`src/rtl/cfg_link_pkg.sv`:
```
// Shared PC-link definitions: serializer state encoding and frame constants.
// The receive-side parser is expected to import these as well.
package cfg_link_pkg;

  typedef enum logic [2:0] {
    S_IDLE,
    S_SYNC,
    S_BYTE,
    S_CSUM,
    S_DONE
  } state_t;

  localparam logic [7:0] SYNC_DEFAULT = 8'hA5;
  localparam int         PAYLOAD_LEN  = 4;

endpackage

```
`src/rtl/status_serializer.sv`:
```
// Frames a 32-bit status word as SYNC + 4 bytes (LSB first) on a valid/ready link.
// Define STATUS_SERIALIZER_CHECKSUM_EN to append an XOR checksum beat.
module status_serializer
  import cfg_link_pkg::*;
#(
  parameter logic [7:0] SYNC_BYTE = SYNC_DEFAULT
) (
  input  logic        clk,
  input  logic        rst,
  input  logic        rpt_en,
  input  logic [31:0] rpt_data,
  output logic        rpt_ack,
  output logic        rpt_drop,
  output logic        busy,
  output logic        pc_rsp_valid,
  output logic [7:0]  pc_rsp_data,
  input  logic        pc_rsp_ready
);

  localparam logic [1:0] LAST_IDX = 2'(PAYLOAD_LEN - 1);

  state_t      state;
  state_t      state_n;
  logic [1:0]  idx;
  logic [1:0]  idx_n;
  logic [31:0] word;
  logic        load;
  logic        req;
  logic [7:0]  byte_sel;

  assign req      = rpt_en && !rst;
  assign byte_sel = word[{idx, 3'b000} +: 8];
  assign busy     = (state != S_IDLE);

`ifdef STATUS_SERIALIZER_CHECKSUM_EN
  logic [7:0] csum;

  always_ff @(posedge clk or posedge rst) begin
    if (rst) begin
      csum <= 8'h00;
    end else if (load) begin
      csum <= rpt_data[7:0] ^ rpt_data[15:8]
            ^ rpt_data[23:16] ^ rpt_data[31:24];
    end
  end
`endif

  always_ff @(posedge clk or posedge rst) begin
    if (rst) begin
      state <= S_IDLE;
      idx   <= 2'd0;
      word  <= 32'h0;
    end else begin
      state <= state_n;
      idx   <= idx_n;
      if (load) begin
        word <= rpt_data;
      end
    end
  end

  always_comb begin
    state_n      = state;
    idx_n        = idx;
    load         = 1'b0;
    rpt_ack      = 1'b0;
    rpt_drop     = 1'b0;
    pc_rsp_valid = 1'b0;
    pc_rsp_data  = 8'h00;
    unique case (state)
      S_IDLE: begin
        idx_n = 2'd0;
        if (req) begin
          rpt_ack = 1'b1;
          load    = 1'b1;
          state_n = S_SYNC;
        end
      end
      S_SYNC: begin
        pc_rsp_valid = 1'b1;
        pc_rsp_data  = SYNC_BYTE;
        if (pc_rsp_ready) begin
          idx_n   = 2'd0;
          state_n = S_BYTE;
        end
      end
      S_BYTE: begin
        pc_rsp_valid = 1'b1;
        pc_rsp_data  = byte_sel;
        if (pc_rsp_ready) begin
          if (idx == LAST_IDX) begin
            idx_n = 2'd0;
`ifdef STATUS_SERIALIZER_CHECKSUM_EN
            state_n = S_CSUM;
`else
            state_n = S_DONE;
`endif
          end else begin
            idx_n = idx + 2'd1;
          end
        end
      end
`ifdef STATUS_SERIALIZER_CHECKSUM_EN
      S_CSUM: begin
        pc_rsp_valid = 1'b1;
        pc_rsp_data  = csum;
        if (pc_rsp_ready) begin
          state_n = S_DONE;
        end
      end
`endif
      S_DONE: begin
        state_n = S_IDLE;
      end
      default: begin
        state_n = S_IDLE;
        idx_n   = 2'd0;
      end
    endcase
    // any request outside IDLE is refused, including the DONE cycle
    if (state != S_IDLE && req) begin
      rpt_drop = 1'b1;
    end
  end

endmodule

```
`config.mk`:
```
export PLATFORM = sky130hd
export DESIGN_NAME = status_serializer
export DESIGN_NICKNAME = d
export VERILOG_FILES = /design/src/rtl/cfg_link_pkg.sv /design/src/rtl/status_serializer.sv
export SDC_FILE = /design/constraint.sdc
export NUM_CORES = 1
export LEC_CHECK = 0
export ABC_AREA = 1
export ABC_CLOCK_PERIOD_IN_PS = 2900
export CAP_MARGIN = 20
export CORE_UTILIZATION = 43
export CTS_BUF_LIST = sky130_fd_sc_hd__clkbuf_16
export DETAILED_ROUTE_END_ITERATION = 10
export PLACE_DENSITY = 0.74
export SLEW_MARGIN = 10
export SYNTH_ARGS = -nofsm -noshare
export SYNTH_HDL_FRONTEND = slang
export SYNTH_SLANG_ARGS = --single-unit
```
`constraint.sdc`:
```
create_clock -name clk -period 2.9 [get_ports clk]
set_clock_uncertainty 0.05 [all_clocks]
set_input_delay 0.725 -clock clk [delete_from_list [all_inputs] [get_ports clk]]
set_output_delay 0.725 -clock clk [all_outputs]
set_load 0.01 [all_outputs]
```
# --- Yosys cells after proc, flatten, opt, wreduce, memory -nomap -nowiden ---
# Index checks and enable logic that the tools add are counted.
totals:
  ram_bits: 0
  n_memories: 0
  latch_bits: 0
  mem_bits_ro: 0
  ff_bits: 37
  output_inout_bits: 12
op_classes:
  n_div: 0
  order_cmp: 0
  bitwise: 1
  mux: 14
  shifts: 1
  add_sub_neg: 1
  mul: 0
  n_eq_ne: 8
  n_reduce_logical: 8
op_table:
  columns: ["op", "count"]
  rows:
  - ["$shiftx 32x6->8", 1]
  - ["$pmux 8 s2", 1]
  - ["$mux 3", 4]
  - ["$pmux 3 s3", 1]
  - ["$ne 2x2->1 const B", 4]
  - ["$mux 2", 3]
  - ["$pmux 2 s3", 1]
  - ["$mux 1", 4]
  - ["$reduce_and 4->1", 1]
  - ["$eq 3x1->1 const B", 1]
  - ["$eq 3x2->1 const B", 1]
  - ["$eq 3x3->1 const B", 1]
  - ["$logic_not 3->1", 1]
  - ["$reduce_and 3->1", 1]
  - ["$reduce_bool 3->1", 1]
  - ["$add 2x1->2 const B", 1]
  - ["$eq 2x2->1 const B", 1]
  - ["$logic_and 1x1->1", 2]
  - ["$reduce_or 2->1", 1]
  - ["$logic_not 1->1", 1]
  - ["$not 1->1", 1]

# --- Logic depth before layout (Yosys ltp) ---
depth:
  word_depth: 4
  mapped_depth: 8

# --- Least setup slack after synthesis ---
# Ideal clock, no wire load.
synth_timing:
  path_type: "input to output"
  start: "input rst"
  end: "output rpt_ack"
  setup_slack_ps: 4
  cell_stages: 4
  required_time_ps: 2125
  arrival_ps: 2121
  n_path_buf: 1
  path_cell_list: "inv_1 -> nand3_2 -> clkinv_2 -> buf_6"
synth_between:
  elab_chain_len: 4
synth_rtl:
  columns: ["item", "line", "text"]
  rows:
  - ["from (decl)", "status_serializer.sv:9", "input logic rst,"]
  - ["$logic_not 1->1 (no line)", null, null]
  - ["$logic_and 1x1->1", "status_serializer.sv:31", "assign req = rpt_en && !rst;"]
  - ["$mux 1", "status_serializer.sv:73", "if (req) begin"]
  - ["$mux 1", "status_serializer.sv:70", "unique case (state)"]
  - ["to (decl)", "status_serializer.sv:12", "output logic rpt_ack,"]
# Every way passes these cells.

# --- Worst setup path after layout ---
layout_timing:
  start: "register state[2]"
  end: "output pc_rsp_data[2]"
layout_between:
  elab_chain_len: 2
  word_cells_on_any_way: 3
  cone_classes: "eq/ne (2); mux (1)"
layout_rtl:
  columns: ["item", "line", "text"]
  rows:
  - ["from (decl)", "status_serializer.sv:22", "state_t state;"]
  - ["from (signal assigned)", "status_serializer.sv:54", "state <= state_n;"]
  - ["$eq 3x2->1 or $eq 3x1->1 (tied branches)", "status_serializer.sv:70", null]
  - ["$pmux 8 s2 (*)", "status_serializer.sv:70", null]
  - ["to (decl)", "status_serializer.sv:16", "output logic [7:0] pc_rsp_data,"]
# Every way passes the cells marked *; elsewhere a longest branch is shown, timed or not.

==> qor.txt <==
Area fraction in compound gates after synthesis -> 6.91%
Top cell type by total area after synthesis -> dfrtp_1
Clock tree from TritonCTS -> built
Number of remaining DRC errors -> 0
Synthesis Warnings -> 0
Main combinational cell family by area after synthesis -> simple AND/OR/NAND/NOR gates
Initial core utilization -> 44.9%
Pin count of the biggest net entering global routing -> 38
Worst R2R Setup Slack -> 1.43 ns
Worst VDD drop -> 430 uV
Largest fanout of any net on the critical path -> 7
Total of flip-flops plus latches after synthesis -> 37
Clock latency reported for the late side of the worst-skew pair -> 0.27 ns
Width of the chip -> 66.9 um
FF+latch area -> 927 um2
Pwr/cell area -> 906 nW/um2
I/O pin count -> 48
Share of layout cells above drive strength 1 -> 5.10%
Register-to-Register Path Depth -> 6
Maximum Capacitance Violations -> 0
Area overhead of the layout relative to synthesis -> 35.0%
Sequential cell area fraction in the yosys report -> 51.1%
Switching Power -> 784 uW
CP Launch Type -> flop
Fin. max-slew vios -> 0
Setup WS pre-CTS -> 0.166 ns
Number of global-route vias before repair -> 1,519
Kind of end point of the critical path -> output port
Start of the worst register-to-register path -> state[1]
Depth of the CTS H-tree -> 2
RePlAce Congestion -> 0.820
Class of the most critical setup path -> reg -> out
Placeable Area -> 4030 um2
Clock Pin Slew Worst Setup and Hold Paths -> 0.05 ns
Total negative slack -> 0 ns
Fraction of post-synthesis cell area in the top cell type by area -> 51.1%
Arrival @ worst endpoint -> 1.98 ns
TritonCTS Sinks -> 37
Crit path setup slack, layout -> 0.147 ns
Overall routing resource usage -> 20.5%
Achievable clock frequency -> 363 MHz
Tightest Pin Transition -> 0.465 ns
Syn Nets -> 282
Diode insertion count for antenna repair -> 0
Minimum period implied by the final worst setup slack -> 2.75 ns
Post-synth cell types -> 15
Number of antenna violations at the first check in global routing -> 0
Number of iterations in the first detailed-routing pass -> 4
Sequential share of power -> 40.1%
Post-CTS Setup Bufs -> 0
Switching fraction of total power -> 35.4%
Clk network pwr share -> 22.7%
Row count -> 23
Internal -> 1430 uW
Classification of the worst-slack hold path -> reg -> reg
Post-synthesis area per instance -> 7.39 um2
DRT Wirelength -> 3.92 mm
Logic gate share of total power -> 37.2%
Port bufs -> 47
Outcome -> finished, final reports clean
Die footprint -> 4470 um2
Avg WL per Cell -> 11.4 um
Post-synthesis instance area -> 1810 um2
First DRT Iteration DRCs -> 95
Setup repair after global routing missed its margin -> false
Area of the multi-input gates -> 769 um2
Number of filler cells placed in the layout -> 385
Total leakage power -> 0.00125 uW
Half-perimeter wire length after placement -> 2.72 mm
Fraction of synthesized cell area in xor and xnor cells -> 0%
CP startpoint -> state[2]
Final Cycle Share -> 94.9%
Overall overflow remaining after global route -> 0
Required @ worst endpoint -> 2.12 ns
Final number of hold-violating endpoints -> 0
TritonCTS buffer count -> 5
Buffer levels on the longest clock path -> 2
Gate count of the mapped netlist -> 245
Vert. Die Dim -> 66.9 um
Top area cells in the synthesized netlist -> dfrtp_1, nand2_1, nor2_1
Worst setup endpoint -> pc_rsp_data[2]
Residual antenna-violating net count after detailed routing -> 0
Post-Synth Simple-Gate Area -> 34.9%
Adder-Cell Fraction of Synth Area -> 0.691%
Number of vias in the routed layout -> 1,649
Multiplexer share of the synthesized area -> 0%
Mean number of vias per cell -> 4.79
Remaining max-slew budget at the tightest pin -> 69.0%
R2r endpoint -> word[18]
Wire length of the first global-routing pass -> 6.78 mm
Root buffer cell -> clkbuf_16
Number of setup violations in the final report -> 0
Net total in the final layout -> 330
Worst slack on hold paths -> 0.419 ns
worst max-delay path: stages (launching register included):
cell	delay, ns
dfrtp_1	0.43
nor2_1	0.20
nand2_1	0.21
inv_1	0.18
nand2_1	0.09
nand2_1	0.06
clkdlybuf4s50_1	0.53
cell usage after synthesis:
master    instances
nand3b_1          1
ha_1              1
buf_2             7
inv_1            11
buf_6             3
o21ai_0          21
nor2_1           33
nand3_1           5
nor3_4            1
dfrtp_1          37
nand2_1         118
nand2_2           1
clkinv_2          1
nand3_2           1
a21oi_1           4
how the worst min path moves through the flow:
stage | from | end | slack [ns] | cells after the start
3_5_place_dp | word[18] | word[18] | 0.41 | 2
3_3_place_gp | word[18] | word[18] | 0.41 | 2
5_1_grt | word[17] | word[17] | 0.44 | 2
4_1_cts | word[18] | word[18] | 0.43 | 2
6_report | word[28] | word[28] | 0.42 | 2
2_1_floorplan | word[10] | word[10] | 0.39 | 2
cell families (layout without fill, tap and decap cells):
| kind of cell | after synthesis | count (layout) |
|---|---|---|
| AND/OR/NAND/NOR | 160 | 160 |
| flip-flops | 37 | 37 |
| AO/OA/AOI/OAI | 25 | 25 |
| buffers and inverters | 22 | 71 |
| adder cells (fa/ha/maj) | 1 | 1 |
area by class of cell:
cell class / count / share of cell area, %
Clock buffer: 5 / 5.12
Tap cell: 50 / 2.56
Clock inverter: 3 / 0.512
Timing Repair Buffer: 51 / 20.5
Multi-Input combinational cell: 186 / 31.5
Sequential cell: 37 / 37.9
Inverter: 12 / 1.89
power groups by stage:
stage          clock network [uW]  registers (uW)  logic [uW]
2_1_floorplan                   0             848         563
3_3_place_gp                    0             887         808
3_5_place_dp                    0             890         831
4_1_cts                       515             886         836
5_1_grt                       538             914         954
6_report                      502             887         824
metal layers:
layer	GRT usage (%)	share of wire, %	up-vias
li1	-	-	853
met1	25.2	46	754
met2	34.8	48	36
met3	5.65	4.8	6
met4	5.59	1.1	0
met5	0	0	-
through the flow:
| stage | cell area, um2 | util, % | instances | power (uW) |
|---|---|---|---|---|
| 2_1_floorplan | 1810 | - | 245 | 1410 |
| 3_3_place_gp | 2300 | 57.2 | 336 | 1700 |
| 3_5_place_dp | 2300 | 57.2 | 336 | 1720 |
| 4_1_cts | 2440 | 60.6 | 344 | 2240 |
| 5_1_grt | 2440 | 60.7 | 344 | 2410 |
| 6_report | 2440 | 60.7 | 344 | 2210 |
flip-flops by register name, summed over array words and instances (netlist names):
name and flops:
idx 2, state 3, word 32
layout by cell type, fill, tap and decap left out, types with 2 or more instances in the layout:
cell type,instances
a21oi_1,4
buf_4,4
clkbuf_16,5
clkdlybuf4s50_1,47
clkinv_1,2
clkinv_2,2
dfrtp_1,36
inv_1,11
nand2_1,118
nand3_1,5
nor2_1,33
o21ai_0,21
what timing repair did:
action | CTS | global route
resized for setup | 0 | 1
hold buffers | 0 | 0
setup endpoints to repair | 0 | 2
No activity file was read; power rests on OpenSTA's default activity.
